[src/rtl/enc_event_fifo.sv]
// enc_event_fifo: turns encoder index/valid changes into events queued in a small FIFO; optional drop counter via ENC_EVT_DROP_CNT_EN
module enc_event_fifo #(
    parameter int DEPTH = 4,
    parameter int IDX_W = 3
) (
    input  logic                     clk,
    input  logic                     rst_n,
    input  logic [IDX_W-1:0]         enc_idx,
    input  logic                     enc_valid,
    output logic [IDX_W-1:0]         evt_idx,
    output logic                     evt_valid,
    input  logic                     evt_ready,
    output logic [$clog2(DEPTH):0]   count,
    output logic                     full,
    output logic                     overflow
`ifdef ENC_EVT_DROP_CNT_EN
    ,
    output logic [7:0]               drop_cnt
`endif
);
    localparam int PW = $clog2(DEPTH);
    logic [IDX_W-1:0] mem_q [DEPTH];
    logic             prev_valid_q, prev_valid_d;
    logic [IDX_W-1:0] prev_idx_q, prev_idx_d;
    logic [PW-1:0]    rd_ptr_q, rd_ptr_d, wr_ptr_q, wr_ptr_d;
    logic [PW:0]      count_q, count_d;
    logic             overflow_q, overflow_d;
    logic             evt, pop, push, drop;
`ifdef ENC_EVT_DROP_CNT_EN
    logic [7:0]       drop_cnt_q, drop_cnt_d;
`endif

    assign evt_idx   = mem_q[rd_ptr_q];
    assign evt_valid = count_q != '0;
    assign full      = count_q == (PW+1)'(DEPTH);
    assign count     = count_q;
    assign overflow  = overflow_q;
`ifdef ENC_EVT_DROP_CNT_EN
    assign drop_cnt  = drop_cnt_q;
`endif

    // Event detection, handshake decisions and next-state for pointers and occupancy
    always_comb begin
        evt          = enc_valid && (!prev_valid_q || enc_idx != prev_idx_q);
        pop          = evt_valid && evt_ready;
        push         = evt && (!full || pop);
        drop         = evt && full && !pop;
        prev_valid_d = enc_valid;
        prev_idx_d   = enc_idx;
        rd_ptr_d     = pop ? PW'(rd_ptr_q + 1'b1) : rd_ptr_q;
        wr_ptr_d     = push ? PW'(wr_ptr_q + 1'b1) : wr_ptr_q;
        count_d      = (push && !pop) ? count_q + 1'b1 :
                       (pop && !push) ? count_q - 1'b1 : count_q;
        overflow_d   = drop;
`ifdef ENC_EVT_DROP_CNT_EN
        drop_cnt_d   = (drop && drop_cnt_q != 8'hff) ? drop_cnt_q + 8'd1 : drop_cnt_q;
`endif
    end

    // Control state with synchronous active-low reset
    always_ff @(posedge clk) begin
        if (!rst_n) begin
            prev_valid_q <= 1'b0;
            prev_idx_q   <= '0;
            rd_ptr_q     <= '0;
            wr_ptr_q     <= '0;
            count_q      <= '0;
            overflow_q   <= 1'b0;
`ifdef ENC_EVT_DROP_CNT_EN
            drop_cnt_q   <= '0;
`endif
        end else begin
            prev_valid_q <= prev_valid_d;
            prev_idx_q   <= prev_idx_d;
            rd_ptr_q     <= rd_ptr_d;
            wr_ptr_q     <= wr_ptr_d;
            count_q      <= count_d;
            overflow_q   <= overflow_d;
`ifdef ENC_EVT_DROP_CNT_EN
            drop_cnt_q   <= drop_cnt_d;
`endif
        end
    end

    // Storage is not reset; only written on an accepted push
    always_ff @(posedge clk) begin
        if (rst_n && push) mem_q[wr_ptr_q] <= enc_idx;
    end
endmodule

[config.mk]
export PLATFORM = sky130hd
export DESIGN_NAME = enc_event_fifo
export DESIGN_NICKNAME = d
export VERILOG_FILES = /design/src/rtl/enc_event_fifo.sv
export SDC_FILE = /design/constraint.sdc
export NUM_CORES = 1
export LEC_CHECK = 0
export ABC_AREA = 1
export CORE_ASPECT_RATIO = 0.6
export CORE_MARGIN = 10
export CORE_UTILIZATION = 53
export DETAILED_ROUTE_END_ITERATION = 10
export HOLD_SLACK_MARGIN = 0.06
export PLACE_DENSITY = 0.77
export SLEW_MARGIN = 20
export SYNTH_ARGS = -nofsm -noshare
export SYNTH_HDL_FRONTEND = slang
export SYNTH_SLANG_ARGS = --single-unit
export TNS_END_PERCENT = 1
[constraint.sdc]
create_clock -name clk -period 2.2 [get_ports clk]
set_clock_uncertainty 0.15 [all_clocks]
set_input_delay 0.22 -clock clk [delete_from_list [all_inputs] [get_ports clk]]
set_output_delay 0.22 -clock clk [all_outputs]
set_load 0.01 [all_outputs]
Word level (Yosys, flattened, before mapping)
Memory sizes are Yosys's and may differ from the RTL's. A register that Yosys moved wholly into a read port is not among the register bits.
Cells that the tools add are included.
- flip-flop bits (word level): 12
- memory bits (writable): 12
- input port bits: 7
- logic and storage cells: 35
- memories: 1
- memory list (memory ; depth ; width ; rd ports ; clocked after Yosys merged registers in ; wr ports ; line ; source):
    mem_q ; 4 ; 3 ; 1 ; 1 ; 1 ; 22 ; logic [IDX_W-1:0] mem_q [DEPTH];
- add/sub/neg operators: 4
- equality and inequality tests: 2
- multiplexer cells: 6
- reductions and logical operators: 16
- operators by type and width (kind ; count):
    logical AND 1 bit ; 8
    two-way mux 3 bit ; 2
    adder 2 x 1 -> 2 bit, second input constant ; 2
    logical NOT 1 bit ; 4
    two-way mux 2 bit ; 2
    adder 3 x 1 -> 3 bit, second input constant ; 1
    == test 3 bit, second input constant ; 1
    inequality test 3 bit ; 1
    nonzero test 3 bit ; 1
    subtractor 3 x 1 -> 3 bit, second input constant ; 1
    logical OR 1 bit ; 2
    two-way mux 1 bit ; 2
    nonzero test 2 bit ; 1

Logic depth before layout (Yosys ltp)
Gate-level depths: netlist of the first run.
- word-level depth: 8
- mapped depth: 15

Worst setup path after synthesis of the first run
Ideal clock, no wire load.
- path type: reg2reg
- start: reg count_q[0], in the netlist count[0]
- end: reg count_q[2], in the netlist count[2]
- setup time: 113 ps
- data arrival time: 1771 ps
- data required time: 1937 ps
- setup slack: 166 ps
- cell stages (with the launch flop): 14
- path through: dfxtp_1 > nor2_4 > nand3_2 > nand2_2 > inv_4 > nand2_2 > inv_1 > ha_1 > inv_1 > fa_1 > a21oi_1 > o21ai_0 > nor2_1 > nor2_1
- word-level cells in the longest chain between the ends: 7
- ends and longest elaborated chain (item ; line ; source):
    start, declared ; 26 ; logic [PW:0] count_q, count_d;
    start signal, assigned ; 77 ; count_q <= count_d;
    parallel branches: the longest is 7 deep, another holds subtractor 3 x 1 -> 3 bit ; - ;
Several ways; the timed one is not identified. The select of a mux whose other input is x is not followed.
A chain may end at the register's enable or synchronous reset.

Final worst setup path of the first run
- start: in evt_ready
- end: reg count_q[2], in the netlist count[2]
- word-level cells in the longest chain between the ends: 6
- ends and longest elaborated chain (item ; line ; source):
    start, declared ; 12 ; input logic evt_ready,
    logical AND 1 bit * ; 45 ; pop = evt_valid && evt_ready;
    logical OR 1 bit ; 46 ; push = evt && (!full || pop);
    logical AND 1 bit ; 46 ;
    logical NOT 1 bit ; 53 ; (pop && !push) ? count_q - 1'b1 : count_q;
    logical AND 1 bit ; 53 ;
    nonzero test 2 bit (no source line) ; - ;
Mark *: on every way between the ends. The rest lies on a longest branch, timed or not.

==> results.json, run 1 <==
{
  "finalSetupTns_ns": 0,
  "syn-num-nets": 142,
  "grt_max_degree": 16,
  "antenna_found_initial": 0,
  "cp_num_cells": 14,
  "antenna_left": 0,
  "fin_cells": 191,
  "cp.required_ns": 2.22,
  "die_w_um": 81.1,
  "post_cts_buffers": 0,
  "max_freq_ghz": 0.488,
  "clk_latency_ns": 0.27,
  "initial_core_util_pct": 55.4,
  "route.detailed.drc": 0,
  "clock_sinks": 26,
  "ioPinCount": 16,
  "synth_compound_gate_area_share_pct": 8.95,
  "cts_buffer_depth": 2,
  "critPathCaptureType": "flip-flop",
  "muxShareOfSynthArea_pct": 0,
  "synth_top_family_by_area": "simple AND/OR/NAND/NOR gates",
  "drive_above_1_share_pct": 20.5,
  "wl_met3_um": 110,
  "path_buf_inv": 5,
  "die_h_um": 56.7,
  "reg2reg_depth": 13,
  "postSynthAreaPerCell_um2": 9.21,
  "whs_path_depth": 3,
  "synth-seq-area-share_pct": 53.9,
  "num_vias": 876,
  "rows": 13,
  "synth_area_um2": 1190,
  "design_area_um2": 1550,
  "period_share_pct": 93.1,
  "grt_remaining_overflow": 0,
  "synth_cell_types": 22,
  "avgViaCountPerCell": 4.59,
  "cp_slowest_stage_delay_ns": 0.50,
  "synthCells": 129,
  "dpl_cell_area_um2": 1470,
  "cts_tree": "yes",
  "place_congestion": 0.779,
  "cts-buffers-inserted": 3,
  "synth_warnings": 0,
  "status": "finished, final reports clean",
  "synth-seq-cells": 26,
  "firstDrtPassIters": 4,
  "htreeDepth": 1,
  "path_delay_family": "buffers and inverters",
  "vdd_drop_max_uv": 664,
  "power_per_cell_area_nw_per_um2": 1020,
  "pwr-share-clk_pct": 24.8,
  "drt_iter0_markers": 21,
  "synthSimpleGateAreaFrac_pct": 19.5,
  "critical_path_class": "input pin to flip-flop",
  "total_leakage_power_nw": 0.711,
  "top_layer": "met4",
  "dp.cells": 187,
  "seqPwrFrac_pct": 40.8,
  "grt_pass1_vias": 881,
  "area_growth_pct": 30.2,
  "routed_wl_um": 2360,
  "dp_slack_ns": -0.294,
  "setup_viol": 0,
  "synth_xor_area_share_pct": 0.737,
  "drt-met1-wl_um": 1020,
  "path_cells": "clkdlybuf4s50_1, inv_1, nand3_2, nand2_2, inv_4, nand2_2, inv_1, ha_1, inv_1, fa_1, a21oi_1, o21ai_1, nor2_1, nor2_1",
  "netSwitchingFraction_pct": 30.9,
  "drv_cap": 0,
  "power_switching_uw": 486,
  "critPathLaunchType": "input pin",
  "internal-power_mw": 1.09,
  "hold_viol": 0,
  "fin_ws_ns": 0.151,
  "diodes": 0,
  "fillers": 172,
  "slowest_stage": "clkdlybuf4s50_1",
  "power_frac_comb_pct": 34.4,
  "nets": 175,
  "cp_max_fo": 2,
  "slew_headroom_pct": 86.8,
  "cts_hold_buf": 0,
  "grt_usage_pct": 11.4,
  "met2_length_um": 1200,
  "rrSetupSlack_ns": 0.19,
  "die-area_um2": 4600,
  "crit_path_frequent_cell": "inv_1",
  "worst_slew_pin_slew_ns": 0.197,
  "cts_root_buf": "clkbuf_8",
  "grt_setup_unrepaired": "false",
  "path_clk_slew_ns": 0.09,
  "layout_min_cycle_time_ns": 2.05,
  "grt_first_pass_wirelength_um": 3960,
  "routedWlPerCell_um": 12.4,
  "numPortBuffers": 15,
  "fin_util_pct": 72.1,
  "hp-class": "input pin to flip-flop",
  "core-area_um2": 2150,
  "cp.arrival_ns": 2.07,
  "final_max_slew_viol_count": 0,
  "dpl.hpwl_um": 1830,
  "synthAdderAreaFrac_pct": 6.95
}
==> placed cells by master (no fill, tap or decap), types with 2 or more instances in the layout <==
cell             Yosys  final
nand3_1              2      2
clkbuf_8             0      3
nor2_1              13     13
nand2_1             19     19
buf_4                0     14
o22ai_1              3      3
nand3_2              2      2
dfxtp_1             14     12
dfxtp_2              0      2
inv_1               26     26
dlymetal6s2s_1       0      2
o21ai_0              8      7
edfxtp_1            12     12
nand2_2              5      5
a21oi_1              6      6
clkdlybuf4s50_1      0     12
nor2_4               2      2
ha_1                 5      5
nor3_1               4      4
==> stage by stage <==
stage | power [mW] | hold WS [ns]
finish | 1.57 | 0.0843
global route | 1.68 | 0.0962
CTS | 1.58 | 0.238
detailed placement | 1.19 | 0.331
global placement | 1.17 | 0.311
floorplan | 0.937 | 0.163
==> power groups by stage <==
stage	Sequential (mW)	Clock [mW]	Combinational, mW
4_1_cts	0.640	0.399	0.546
3_3_place_gp	0.648	0	0.523
5_1_grt	0.654	0.421	0.602
6_report	0.642	0.390	0.541
3_5_place_dp	0.651	0	0.543
2_1_floorplan	0.651	0	0.286
==> area by class of cell <==
cell class / count / area, um^2 / area share [%]
well taps: 30 / 37.5 / 2.43
clock inverters: 1 / 30.0 / 1.94
repair buffers: 29 / 259 / 16.7
multi-input cells: 74 / 429 / 27.7
clock buffers: 3 / 41.3 / 2.67
flip-flops and latches: 26 / 643 / 41.6
inverters: 28 / 108 / 6.95
==> kinds of logic after synthesis <==
kind of cell / Yosys count
xor+xnor: 1
fa+ha+maj: 6
simple gates: 48
compound gates: 19
buf+inv: 29
flops: 26
==> per-layer routing <==
layer  track usage (%)  vias up
li1                  -      467
met1              11.7      395
met2              19.6       10
met4              4.42        0
met3              5.24        4
met5                 0        -
==> tightest hold or removal path: stages <==
cell	delay [ns]
dlymetal6s2s_1	0.15
nand2_1	0.07
inv_1	0.04
==> path summary, 6_finish.rpt <==
| check | start | end |
|---|---|---|
| min reg2reg | rd_ptr_q[1] | flip-flop |
| min | enc_idx[2] | prev_idx_q[2] |
| max reg2reg | count[0] | count[2] |
| max | evt_ready | count[2] |
==> registers in the layout, summed over array words and instances (netlist names), named ones only <==
register	cells
overflow	1
count	3
rd_ptr_q	2
mem_q	12
wr_ptr_q	2
prev_valid_q	1
prev_idx_q	3
==> repair_timing <==
action / CTS / global route
resized for setup: 1 / 5
pin swaps: 0 / 1
setup endpoints to repair: 1 / 2
==> synth_stat cells, drive strengths merged <==
master  instances  area share (%)
nor3            4             1.7
nand3           4             2.5
ha              5             5.3
dfxtp          14              24
edfxtp         12              30
nor2           15             6.0
a21oi           7             3.3
nor3b           1            0.63
inv            28             9.1
nand2          24             8.6
fa              1             1.7
o22ai           3             1.6
buf             1            0.95
o21ai           9             4.1
xor2            1            0.74
Note: power is estimated with default switching activity, not from simulation.
==> run 2, diff against run 1 <==
Settings changed: CTS_CLUSTER_DIAMETER set to 50.
==> results of run 2 <==
Same layout as run 1: the final DEF is identical, and so are final timing and power.
